## src/rtl/ob_pkg.sv

```systemverilog
// Order-book shared types: command encoding, conditional-command helpers
// and the conditional issue arbiter state encoding.
package ob_pkg;

  localparam int unsigned OP_W = 4;
  localparam int unsigned ID_W = 12;

  // Opcode bit 3 marks a conditional (stop) form; clearing it yields the
  // executable opcode.
  localparam logic [OP_W-1:0] OP_NOP       = 4'h0;
  localparam logic [OP_W-1:0] OP_BUY       = 4'h1;
  localparam logic [OP_W-1:0] OP_SELL      = 4'h2;
  localparam logic [OP_W-1:0] OP_CANCEL    = 4'h3;
  localparam logic [OP_W-1:0] OP_STOP_BUY  = 4'h9;
  localparam logic [OP_W-1:0] OP_STOP_SELL = 4'hA;

  typedef struct packed {
    logic [OP_W-1:0] op;
    logic [ID_W-1:0] id;
  } cmd_t;

  typedef enum logic [1:0] {
    RUN     = 2'd0,
    DRAIN   = 2'd1,
    DRAINED = 2'd2
  } cn_arb_st_t;

  // Conditional commands are parked in the conditional table, never issued.
  function automatic logic is_cn(input cmd_t c);
    return c.op[3];
  endfunction

  // Rewrite a matured conditional command into its executable form.
  function automatic cmd_t cn_to_exec(input cmd_t c);
    cmd_t r;
    r       = c;
    r.op[3] = 1'b0;
    return r;
  endfunction

endpackage

```

## src/rtl/ob_cn_issue_pri.sv

```systemverilog
// Matured-vs-ingress priority with a bounded starvation counter.
// Matured commands win until STARVE_MAX consecutive wins against a waiting
// ingress command, then ingress gets one grant and the count restarts.
module ob_cn_issue_pri
  #(parameter int unsigned STARVE_MAX = 4)
  (
    input  logic       m_i,
    input  logic       i_i,
    input  logic [3:0] starve_cnt_i,
    output logic       gnt_m_o,
    output logic       gnt_i_o,
    output logic [3:0] starve_cnt_o
  );

  localparam logic [3:0] SMAX = 4'(STARVE_MAX);

  // Pick one winner and compute the next starvation count.
  always_comb begin
    gnt_m_o      = 1'b0;
    gnt_i_o      = 1'b0;
    starve_cnt_o = 4'd0;
    if (m_i && i_i) begin
      if (starve_cnt_i < SMAX) begin
        gnt_m_o      = 1'b1;
        starve_cnt_o = starve_cnt_i + 4'd1;
      end else begin
        gnt_i_o      = 1'b1;
        starve_cnt_o = 4'd0;
      end
    end else if (m_i) begin
      gnt_m_o = 1'b1;
    end else if (i_i) begin
      gnt_i_o = 1'b1;
    end else begin
      starve_cnt_o = 4'd0;
    end
  end

endmodule

```

## src/rtl/ob_cn_issue_arb.sv

```systemverilog
// Command issue arbiter for the order-book controller. Steers ingress stop
// commands into the conditional table, arbitrates the single issue register
// between matured and ingress commands, and quiesces on drain requests.
module ob_cn_issue_arb
  import ob_pkg::*;
  #(parameter int unsigned STARVE_MAX = 4)
  (
    input  logic clk,
    input  logic rst,
    input  logic in_vld,
    input  cmd_t in_cmd,
    output logic in_accept,
    input  logic cn_full_r,
    output logic cn_cmd_vld_r,
    output cmd_t cn_cmd_r,
    input  logic mtr_vld_r,
    input  cmd_t mtr_r,
    output logic mtr_accept,
    output logic iss_vld_r,
    output cmd_t iss_cmd_r,
    input  logic iss_accept,
    input  logic drain_req,
    output logic drained_r
  );

  cn_arb_st_t st_q;
  logic [3:0] starve_q;
  logic [3:0] starve_d;
  logic       run_s;
  logic       in_is_cn_s;
  logic       iss_free_s;
  logic       cn_acc_s;
  logic       m_s;
  logic       i_s;
  logic       gnt_m_s;
  logic       gnt_i_s;
  logic       drain_done_s;

  // Request qualification; cn_cmd_vld_r gates allocation because the
  // table's full flag trails an allocation by one cycle.
  always_comb begin
    run_s        = (st_q == RUN);
    in_is_cn_s   = is_cn(in_cmd);
    iss_free_s   = ~iss_vld_r | iss_accept;
    cn_acc_s     = run_s & in_vld & in_is_cn_s & ~cn_full_r & ~cn_cmd_vld_r;
    m_s          = iss_free_s & mtr_vld_r;
    i_s          = iss_free_s & in_vld & ~in_is_cn_s & run_s;
    drain_done_s = ~mtr_vld_r & ~iss_vld_r & ~cn_cmd_vld_r;
  end

  ob_cn_issue_pri #(.STARVE_MAX(STARVE_MAX)) u_pri (
    .m_i          (m_s),
    .i_i          (i_s),
    .starve_cnt_i (starve_q),
    .gnt_m_o      (gnt_m_s),
    .gnt_i_o      (gnt_i_s),
    .starve_cnt_o (starve_d)
  );

  assign in_accept  = cn_acc_s | gnt_i_s;
  assign mtr_accept = gnt_m_s;

  // Starvation counter advances only when the issue slot can take a command.
  always_ff @(posedge clk or negedge rst) begin
    if (!rst) begin
      starve_q <= 4'd0;
    end else if (iss_free_s) begin
      starve_q <= starve_d;
    end else begin
      starve_q <= starve_q;
    end
  end

  // Issue register: load on any grant, empty when consumed with no refill.
  always_ff @(posedge clk or negedge rst) begin
    if (!rst) begin
      iss_vld_r <= 1'b0;
      iss_cmd_r <= '0;
    end else if (gnt_m_s) begin
      iss_vld_r <= 1'b1;
      iss_cmd_r <= cn_to_exec(mtr_r);
    end else if (gnt_i_s) begin
      iss_vld_r <= 1'b1;
      iss_cmd_r <= in_cmd;
    end else if (iss_accept) begin
      iss_vld_r <= 1'b0;
    end else begin
      iss_vld_r <= iss_vld_r;
    end
  end

  // Conditional-table allocation: single-cycle pulse carrying the command.
  always_ff @(posedge clk or negedge rst) begin
    if (!rst) begin
      cn_cmd_vld_r <= 1'b0;
      cn_cmd_r     <= '0;
    end else if (cn_acc_s) begin
      cn_cmd_vld_r <= 1'b1;
      cn_cmd_r     <= in_cmd;
    end else begin
      cn_cmd_vld_r <= 1'b0;
    end
  end

  // Drain FSM with registered drained flag.
  always_ff @(posedge clk or negedge rst) begin
    if (!rst) begin
      st_q      <= RUN;
      drained_r <= 1'b0;
    end else begin
      case (st_q)
        RUN: begin
          drained_r <= 1'b0;
          if (drain_req) begin
            st_q <= DRAIN;
          end else begin
            st_q <= RUN;
          end
        end
        DRAIN, DRAINED: begin
          if (!drain_req) begin
            st_q      <= RUN;
            drained_r <= 1'b0;
          end else if (drain_done_s) begin
            st_q      <= DRAINED;
            drained_r <= 1'b1;
          end else begin
            st_q      <= DRAIN;
            drained_r <= 1'b0;
          end
        end
        default: begin
          st_q      <= RUN;
          drained_r <= 1'b0;
        end
      endcase
    end
  end

endmodule

```

## config.mk

```make
export PLATFORM = sky130hd
export DESIGN_NAME = ob_cn_issue_arb
export DESIGN_NICKNAME = d
export VERILOG_FILES = /design/src/rtl/ob_pkg.sv /design/src/rtl/ob_cn_issue_pri.sv /design/src/rtl/ob_cn_issue_arb.sv
export SDC_FILE = /design/constraint.sdc
export NUM_CORES = 1
export LEC_CHECK = 0
export CAP_MARGIN = 20
export CORE_MARGIN = 2
export CORE_UTILIZATION = 30
export DETAILED_ROUTE_END_ITERATION = 8
export MAX_ROUTING_LAYER = met4
export PLACE_DENSITY = 0.58
export SLEW_MARGIN = 20
export SYNTH_ARGS = -nofsm -noshare
export SYNTH_HDL_FRONTEND = slang
export SYNTH_HIERARCHICAL = 1
export SYNTH_SLANG_ARGS = --single-unit
```

## constraint.sdc

```tcl
create_clock -name clk -period 4.2 [get_ports clk]
set_clock_uncertainty 0.05 [all_clocks]
set_input_delay 0.84 -clock clk [delete_from_list [all_inputs] [get_ports clk]]
set_output_delay 0.84 -clock clk [all_outputs]
set_load 0.005 [all_outputs]
```

==> flow_summary.toml <==
[grt]
grt_start_max_net_pins = 41
grt_pass1_vias = 1343
grt.total_usage_pct = 13.87
grt_pass1_wl_mm = 6.555
antenna_found_initial = 0
grt-ovfl-total = 0

[route]
vias_per_cell = 4.381
drt_iter0_drc = 26
num_vias = 1275
remaining_drc_errors = 0
detail_route.wl_per_cell_um = 13.79
drtPass1Iterations = 3
antenna_left = 0
drt_wl_total_mm = 4.013

[place]
gp_congestion = 0.6284
place_area_um2 = 2567
hpwl_mm = 2.747
port_buffers = 74

[clocking]
htree_levels = 2
ctsLongestPathBuffers = 2
post_cts_resized = 0
clock-sinks = 40
cts_tree = "yes"
cts_buffers = 5
postCtsSetupBuffers = 0
cts.clk_slew.worst_paths_ns = 0.07
cts_root_buf = "clkbuf_8"
cts_hold_buf = 0
clk_latency_ns = 0.29

[final_layout]
synthToLayoutAreaGrowth_pct = 51.71
layout-drive-gt1-share_pct = 16.44
n_antenna_cell = 0
fillCellCount = 543
multi_input_area_um2 = 703.2
fin_nets = 260
regArea_um2 = 1001
final_util_pct = 47.68
stdcell_area_um2 = 2658

[die]
core_area_um2 = 5574
die_x_um = 80.41
rows = 27
dieHeight_um = 80.41
io_pins = 76
die_area_um2 = 6466
initial_utilization_pct = 31.43

[synth]
synthCells = 141
synth-simple-area-share_pct = 10.93
synth_compound_area_share_pct = 5.286
synth_seq_cells = 40
netlist_area_um2 = 1752
yosysSeqAreaShare_pct = 57.14
syn_avg_cell_area_um2 = 12.42
yosysUniqueCellTypes = 25
synth_top_family_by_area = "multiplexers"
synth_warnings = 6
synth_xor_area_share_pct = 0
syn_nets = 183
synth_mux_area_share_pct = 21.36
synth_adder_area_share_pct = 2.143

[critical_path]
endpoint_kind = "output port"
path_class = "input pin to output port"
critPathMaxStageDelay_ns = 0.48
crit_top_cell = "clkdlybuf4s50_1"
cp.arrival_ns = 2.57
startpoint_type = "input pin"
cp_slowest_cell = "clkdlybuf4s50_1"
crit_chain = "clkdlybuf4s50_1 -> nor2b_1 -> buf_4 -> nor3_1 -> a21boi_2 -> or2_2 -> clkdlybuf4s50_1"
cp_max_fo = 7
worstPathRequired_ns = 3.31

[timing]
fmax_ghz = 0.2892
hold_violations = 0
worst_pin_slew_ns = 0.8855
finalMaxSlewViolations = 0
rsz0062_at_grt = "false"
setup_viol = 0
maxSlewHeadroom_pct = 40.97
period_needed_ns = 3.458
fin_setup_tns_ns = 0
finalCritPeriodShare_pct = 82.33

[power_and_ir_drop]
peakVddDrop_uv = 198.5
total_power_w = 0.001106
power_density_nw_per_um2 = 416.1
p_leak_nw = 1.094

[outcome]
status = "complete, no violations"

[hold_path]
hold_class = "flop to flop"

[run]
drv_cap = 0
[cell usage after synthesis]
master,number,area (µm²)
ha_1,3,37.54
clkbuf_1,4,15.01
nor2b_2,1,8.760
a21oi_1,1,5.000
buf_4,1,7.510
and2_1,3,18.77
or2_2,2,12.51
nor2b_1,2,12.51
mux2i_1,16,160.2
nor3_1,1,5.000
dfrtp_1,40,1001
and4bb_1,1,12.51
o21ai_0,16,80.08
nor2_1,3,11.26
buf_2,2,10.01
or3_1,2,12.51
a21boi_0,1,7.510
nand2_2,1,6.260
nor3b_1,1,7.510
conb_1,1,3.750
nor4b_4,1,23.77
nand2_1,16,60.06
mux2_2,19,214.0
inv_1,2,7.510
buf_6,1,11.26
[per-stage QoR]
step | setup slack (ns) | hold WS (ns) | instances
final | 0.7422 | 0.4185 | 291
after global routing | 0.6541 | 0.4523 | 291
after CTS | 0.7313 | 0.4237 | 291
after detailed placement | 0.7363 | 0.4062 | 283
after global placement | 0.7719 | 0.4049 | 283
after floorplan | 1.239 | 0.4150 | 141
[placed cells by master, fill, tap and decap left out]
cell	count
clkdlybuf4s50_1	73
dfrtp_1	40
mux2_2	19
nand2_1	16
mux2i_1	16
o21ai_0	16
clkbuf_8	6
buf_4	4
nor2_1	3
ha_1	3
and2_1	3
inv_1	2
or3_1	2
or2_2	2
nor2b_1	2
clkbuf_1	2
a21oi_1	1
nor3b_1	1
nand2_2	1
nor4b_4	1
nor3_1	1
buf_2	1
and4bb_1	1
nor2b_2	1
a21boi_2	1
conb_1	1
[worst max-delay path: cells and delay by family]
| kind | cells | cell delay, ns |
|---|---|---|
| buf+inv | 3 | 1.09 |
| compound gates | 1 | 0.23 |
| simple gates | 3 | 0.40 |
[registers in the layout (all words and copies together) (netlist names)]
register,count
cn_cmd_r,16
iss_cmd_r,16
starve_q,4
cn_cmd_vld_r,1
drained_r,1
iss_vld_r,1
st_q,1
[cell type report]
class	instances	area share [%]
multi-input combinational	91	26.46
timing repair buffer	78	28.81
tap	72	3.390
sequential	40	37.66
clock buffer	8	3.390
inverter	2	0.2825
[kinds of logic (layout without fill, tap and decap cells)]
family	count (synthesis)	after routing
DFF	40	40
muxes	35	35
and+or+nand+nor	34	34
AOI/OAI and AO/OA	18	18
buffers and inverters	10	88
adders and majority gates	3	3
other	1	1
[path summary, 6_finish.rpt]
kind / from / end / slack (ns) / cells past startpoint
min in group asynchronous: rst / cn_cmd_r[2]$_DFFE_PN0P_ / 0.61 / 1
min reg2reg: cn_cmd_r[15]$_DFFE_PN0P_ / cn_cmd_r[15]$_DFFE_PN0P_ / 0.42 / 1
max reg2reg: drained_r$_DFF_PN0_ / iss_vld_r$_DFFE_PN0P_ / 2.09 / 8
min: cn_cmd_r[15]$_DFFE_PN0P_ / cn_cmd_r[15]$_DFFE_PN0P_ / 0.42 / 1
max: iss_accept / in_accept / 0.74 / 7
max in group asynchronous: rst / starve_q[2]$_DFFE_PN0N_ / 2.93 / 1
[power breakdown]
part / internal (W) / switching, W / total, W / leakage (nW)
clock network: 0.000134 / 0.000129 / 0.000263 / 0.0455
logic: 0.000228 / 0.000109 / 0.000337 / 0.559
registers: 0.000464 / 0.0000418 / 0.000506 / 0.489
[metal layers]
| layer | track usage (%) | up-vias | share of wire (%) | wire length [µm] |
|---|---|---|---|---|
| met5 | - | - | 0 | 0 |
| met2 | 19.58 | 54 | 42 | 1683 |
| met1 | 17.93 | 584 | 47 | 1889 |
| met4 | 4.068 | 0 | 0.92 | 37 |
| li1 | - | 634 | - | - |
| met3 | 6.292 | 3 | 10 | 402 |
Power figures use the tool's default switching activity.
